## src/rtl/system_reset_pkg.sv

```systemverilog
// Shared encodings for the system reset sequencer: FSM states, register map and bit positions.
package system_reset_pkg;

  typedef enum logic [1:0] {
    ST_ASSERT  = 2'd0,
    ST_RELEASE = 2'd1,
    ST_RUN     = 2'd2
  } seq_state_e;

  localparam int unsigned DATA_W = 16;

  localparam logic [1:0] ADDR_STATUS  = 2'd0;
  localparam logic [1:0] ADDR_CONTROL = 2'd1;

  localparam int unsigned STAT_DONE_BIT  = 0;
  localparam int unsigned STAT_STATE_LSB = 1;
  localparam int unsigned STAT_PLL_BIT   = 4;
  localparam int unsigned STAT_SW_BIT    = 5;
  localparam int unsigned STAT_POR_BIT   = 6;
  localparam int unsigned STAT_RST_LSB   = 8;

  localparam int unsigned CTRL_SW_REQ_BIT = 0;
  localparam int unsigned CTRL_CLR_BIT    = 1;

endpackage

```

## src/rtl/reset_sync_2ff.sv

```systemverilog
// Two-flop level synchronizer; presets to 1 so the downstream logic sees "not ready" out of reset.
module reset_sync_2ff (
  input  logic clk,
  input  logic reset,
  input  logic d,
  output logic q
);

  logic meta;

  always_ff @(posedge clk or posedge reset) begin
    if (reset) begin
      meta <= 1'b1;
      q    <= 1'b1;
    end else begin
      meta <= d;
      q    <= meta;
    end
  end

endmodule

```

## src/rtl/system_reset_sequencer.sv

```systemverilog
// Holds per-domain resets while the PLL is unlocked or software asks, then releases them staggered.
module system_reset_sequencer
  import system_reset_pkg::*;
#(
  parameter int unsigned NUM_OUTS    = 3,
  parameter int unsigned HOLD_CYCLES = 16,
  parameter int unsigned STAGE_GAP   = 8,
  parameter int unsigned CNT_W       = 8
) (
  input  logic                clk,
  input  logic                reset,
  input  logic                pll_resetrequest,
  output logic [NUM_OUTS-1:0] rst_out,
  output logic                seq_done,
  input  logic [1:0]          address,
  input  logic                chipselect,
  input  logic                read,
  input  logic                write,
  input  logic [DATA_W-1:0]   writedata,
  output logic [DATA_W-1:0]   readdata
);

  localparam int unsigned IDX_W = (NUM_OUTS > 1) ? $clog2(NUM_OUTS) : 1;

  seq_state_e        state;
  logic [CNT_W-1:0]  cnt;
  logic [IDX_W-1:0]  idx;
  logic              pll_sync;
  logic              sw_req;
  logic              trigger;
  logic              ctrl_wr;
  logic              clr_causes;
  logic              pll_seen;
  logic [1:0]        prime;
  logic              cause_pll;
  logic              cause_sw;
  logic              cause_por;
  logic [DATA_W-1:0] status;
  logic              unused_bits;

  reset_sync_2ff u_pll_sync (
    .clk   (clk),
    .reset (reset),
    .d     (pll_resetrequest),
    .q     (pll_sync)
  );

  assign ctrl_wr    = write & chipselect & (address == ADDR_CONTROL);
  assign clr_causes = ctrl_wr & writedata[CTRL_CLR_BIT];
  assign trigger    = pll_sync | sw_req;
  // The synchronizer preset is not a real PLL sample, so it must not be logged as a PLL cause.
  assign pll_seen   = pll_sync & prime[1];
  assign unused_bits = ^{read, writedata[DATA_W-1:2]};

  always_ff @(posedge clk or posedge reset) begin
    if (reset) begin
      sw_req <= 1'b0;
      prime  <= 2'b00;
    end else begin
      sw_req <= ctrl_wr & writedata[CTRL_SW_REQ_BIT];
      prime  <= {prime[0], 1'b1};
    end
  end

  // Sticky causes; a set event beats a simultaneous clear.
  always_ff @(posedge clk or posedge reset) begin
    if (reset) begin
      cause_por <= 1'b1;
      cause_pll <= 1'b0;
      cause_sw  <= 1'b0;
    end else begin
      cause_por <= cause_por & ~clr_causes;
      cause_pll <= pll_seen | (cause_pll & ~clr_causes);
      cause_sw  <= sw_req | (cause_sw & ~clr_causes);
    end
  end

  // Sequencer: any trigger restarts the hold window from scratch.
  always_ff @(posedge clk or posedge reset) begin
    if (reset) begin
      state    <= ST_ASSERT;
      cnt      <= '0;
      idx      <= IDX_W'(1);
      rst_out  <= '1;
      seq_done <= 1'b0;
    end else if (trigger) begin
      state    <= ST_ASSERT;
      cnt      <= '0;
      idx      <= IDX_W'(1);
      rst_out  <= '1;
      seq_done <= 1'b0;
    end else begin
      case (state)
        ST_ASSERT: begin
          if (cnt == CNT_W'(HOLD_CYCLES - 1)) begin
            cnt        <= '0;
            idx        <= IDX_W'(1);
            rst_out[0] <= 1'b0;
            if (NUM_OUTS == 1) begin
              state    <= ST_RUN;
              seq_done <= 1'b1;
            end else begin
              state <= ST_RELEASE;
            end
          end else begin
            cnt <= cnt + 1'b1;
          end
        end
        ST_RELEASE: begin
          if (cnt == CNT_W'(STAGE_GAP - 1)) begin
            cnt     <= '0;
            rst_out <= rst_out & ~(NUM_OUTS'(1) << idx);
            idx     <= idx + 1'b1;
            if (idx == IDX_W'(NUM_OUTS - 1)) begin
              state    <= ST_RUN;
              seq_done <= 1'b1;
            end
          end else begin
            cnt <= cnt + 1'b1;
          end
        end
        ST_RUN: begin
          cnt <= cnt;
        end
        default: begin
          state <= ST_ASSERT;
        end
      endcase
    end
  end

  always_comb begin
    status                            = '0;
    status[STAT_DONE_BIT]             = seq_done;
    status[STAT_STATE_LSB +: 2]       = state;
    status[STAT_PLL_BIT]              = cause_pll;
    status[STAT_SW_BIT]               = cause_sw;
    status[STAT_POR_BIT]              = cause_por;
    status[STAT_RST_LSB +: NUM_OUTS]  = rst_out;
    readdata = (address == ADDR_STATUS) ? status : '0;
  end

endmodule
```

## config.mk

```make
export PLATFORM = sky130hd
export DESIGN_NAME = system_reset_sequencer
export DESIGN_NICKNAME = d
export VERILOG_FILES = /design/src/rtl/system_reset_pkg.sv /design/src/rtl/reset_sync_2ff.sv /design/src/rtl/system_reset_sequencer.sv
export SDC_FILE = /design/constraint.sdc
export NUM_CORES = 1
export LEC_CHECK = 0
export CAP_MARGIN = 5
export CORE_UTILIZATION = 47
export CTS_BUF_LIST = sky130_fd_sc_hd__clkbuf_8
export CTS_CLUSTER_DIAMETER = 40
export DETAILED_ROUTE_END_ITERATION = 12
export PLACE_DENSITY = 0.81
export REMOVE_ABC_BUFFERS = 1
export SYNTH_ARGS = -nofsm -noshare
export SYNTH_HDL_FRONTEND = slang
export SYNTH_SLANG_ARGS = --single-unit
export TNS_END_PERCENT = 5
```

## constraint.sdc

```tcl
create_clock -name clk -period 2.17 [get_ports clk]
set_input_delay 0.3255 -clock clk [delete_from_list [all_inputs] [get_ports clk]]
set_output_delay 0.3255 -clock clk [all_outputs]
set_load 0.02 [all_outputs]
```

==> metrics.yaml <==
drive_above_1_share_pct: 15.19
drt_pass1_iterations: 4
fp.dieW_um: 55.65
initialDrtViolationCount: 50
syn_area_mm2: 0.001353
synthArstFlopShare_pct: 100.0
maxCapViolations: 0
regArea_um2: 609.3
top_layer_used: "met4"
gp_congestion: 0.7683
reg2reg_from: "cnt[4]"
p_total_mw: 0.9723
wl_met2_um: 1476
grt_pass1_wl_um: 4816
avgSynthCellArea_um2: 9.945
ys.flop_type: "dfrtp_1"
crit_chain: "clkdlybuf4s50_1 -> nor2_2 -> and2_1 -> clkdlybuf4s50_1"
synth_enable_flop_cells: 0
core-area_mm2: 0.002734
hold_ws_ns: 0.3535
hold_viol_final: 0
grt-ovfl-total: 0
nets: 187
final.min_clock_period_ns: 2.087
antenna_found_initial: 0
hp-start: "prime[0]"
critical_path_required_ns: 1.84
finalClockSkew_ns: 0.003015
port_buffers: 21
dieArea_mm2: 0.003096
htree_num_levels: 1
slowest_delay_ns: 0.60
ys_ff_latch: 24
rsz0062_at_grt: "no"
wl_per_cell_um: 14.62
critPathMostFrequentCell: "clkdlybuf4s50_1"
routed_wl_um: 2763
vias: 1087
syn_inst: 136
slowest_stage: "clkdlybuf4s50_1"
peakVddDrop_mv: 0.4401
crit_path_start_kind: "input pin"
crit_path_end_kind: "primary output"
leakage_nw: 0.6865
die_h_um: 55.65
cp-startpoint: "address[1]"
worstPathArrival_ns: 1.76
place_inst: 185
num_rows: 19
finalInstanceArea_mm2: 0.001649
clock_sinks: 24
place_area_mm2: 0.001575
tightestPinTransition_ns: 0.7466
cts.path.max_buffers: 2
cts_buffers: 3
critPathMaxFanout: 6
wl_met1_um: 1185
ys_seq_area_share_pct: 45.05
ant_nets: 0
slew_violations: 0
clk_pin_slew_ns: 0.09
fin_crit_sh_pct: 96.19
start_util_pct: 49.47
max_freq_mhz: 479.1
cellPowerDensity_mw_per_mm2: 589.6
setup_viol: 0
cts_tree: "done"
groute.usage.overall_pct: 19.33
worst_hold_path_type: "flip-flop to flip-flop"
drc: 0
ys_types: 49
dpl.hpwl_um: 2003
grt_pass1_vias: 1100
dr_wl_met3_um: 73
slew-limit-headroom_pct: 50.04
status: "finished, final reports clean"
ios: 44
yosysWarnings: 0
postCtsHoldBufs: 0
finalNonFillerCells: 189
clk_latency_ns: 0.27
critPathKind: "input pin to primary output"
grt_max_degree: 18
cts-root-buf: "clkbuf_8"
multi_input_area_um2: 655.6
nFillCells: 214
area_growth_pct: 21.92
n_antenna_cell: 0
vias_per_cell: 5.751
final timing paths:
kind / endpoint / slack, ns / cells past startpoint
min in group asynchronous: cause_pll / 0.42 / 2
setup / recovery: readdata[9] / 0.08 / 4
max in group asynchronous: cnt[7] / 1.21 / 3
setup reg to reg: cnt[3] / 0.37 / 3
hold reg to reg: prime[1] / 0.35 / 0
hold / removal: prime[1] / 0.35 / 0
power breakdown:
part           internal, mW  switching [mW]  total, mW
combinational        0.0467          0.0555      0.102
clock                 0.247           0.145      0.392
sequential            0.466          0.0124      0.478
routing by layer:
layer / vias up / global-route usage, %
met5: - / 0
met4: 0 / 7.143
met3: 4 / 2.093
met2: 31 / 35.11
met1: 536 / 23.57
li1: 516 / -
registers in the layout, indices dropped and copies added, names as in the netlist:
name	cells
state	2
cause_pll	1
cnt	8
idx	2
rst_out	3
seq_done	1
cause_sw	1
sw_req	1
u_pll_sync.meta	1
cause_por	1
u_pll_sync.q	1
prime	2
cell type report:
cell class,count,area share (%)
Clock buffer,3,2.504
Clock inverter,1,1.821
Inverter,7,1.593
Multi-Input combinational cell,97,39.76
Sequential cell,24,36.95
Tap cell,31,2.352
Timing Repair Buffer,26,15.02
critical path, delay by kind of cell:
family	cells	cell delay [ns]
buffers and inverters	2	1.04
and+or+nand+nor	2	0.38
cells in the mapped netlist, types with 2 or more instances:
cell	instances	area, µm²
dfrtp_1	17	425.4
and2_1	10	62.56
nand2_1	8	30.03
buf_4	7	52.55
dfstp_2	7	183.9
inv_1	7	26.28
clkbuf_1	6	22.52
nor2_1	6	22.52
nand3_1	5	25.02
nor3_1	5	25.02
a21oi_1	4	20.02
ha_1	4	50.05
nand3b_1	3	22.52
o31ai_1	3	22.52
or4_1	3	22.52
a31o_2	2	17.52
conb_1	2	7.510
nand4_1	2	12.51
o211ai_1	2	15.01
o21ai_0	2	10.01
or2_2	2	12.51
xnor2_1	2	17.52
cells by family after synthesis:
| family | after synthesis | synth area share (%) |
|---|---|---|
| adder cells (fa/ha/maj) | 4 | 3.700 |
| XOR/XNOR | 3 | 1.943 |
| AND/OR/NAND/NOR | 56 | 25.53 |
| flip-flops | 24 | 45.05 |
| buffers and inverters | 21 | 8.326 |
| AO/OA/AOI/OAI | 25 | 14.15 |
| multiplexers | 1 | 0.7401 |
| other | 2 | 0.5552 |
timing repair:
item,in CTS,in global routing
endpoints found under the setup margin,1,0
setup buffers,0,0
gates resized for setup,1,0
endpoints found under the hold margin,0,0
placed cells by master, fill, tap and decap left out, drive strengths merged, types with 4 or more instances in the layout:
master	count
a21oi	4
and2	10
buf	5
clkdlybuf4s50	21
conb	8
dfrtp	17
dfstp	7
ha	4
inv	7
nand2	9
nand3	5
nor2	6
nor3	5
through the flow:
stage	setup WS, ns	utilization (%)	TNS (ns)
CTS	0.07657	60.32	0
floorplan	0.4923	-	0
global route	0.007365	60.32	0
finish	0.08260	60.32	0
global placement	0.02985	57.62	0
detailed placement	-0.001519	57.62	-0.001519
Note: power is estimated with default switching activity, not from simulation.
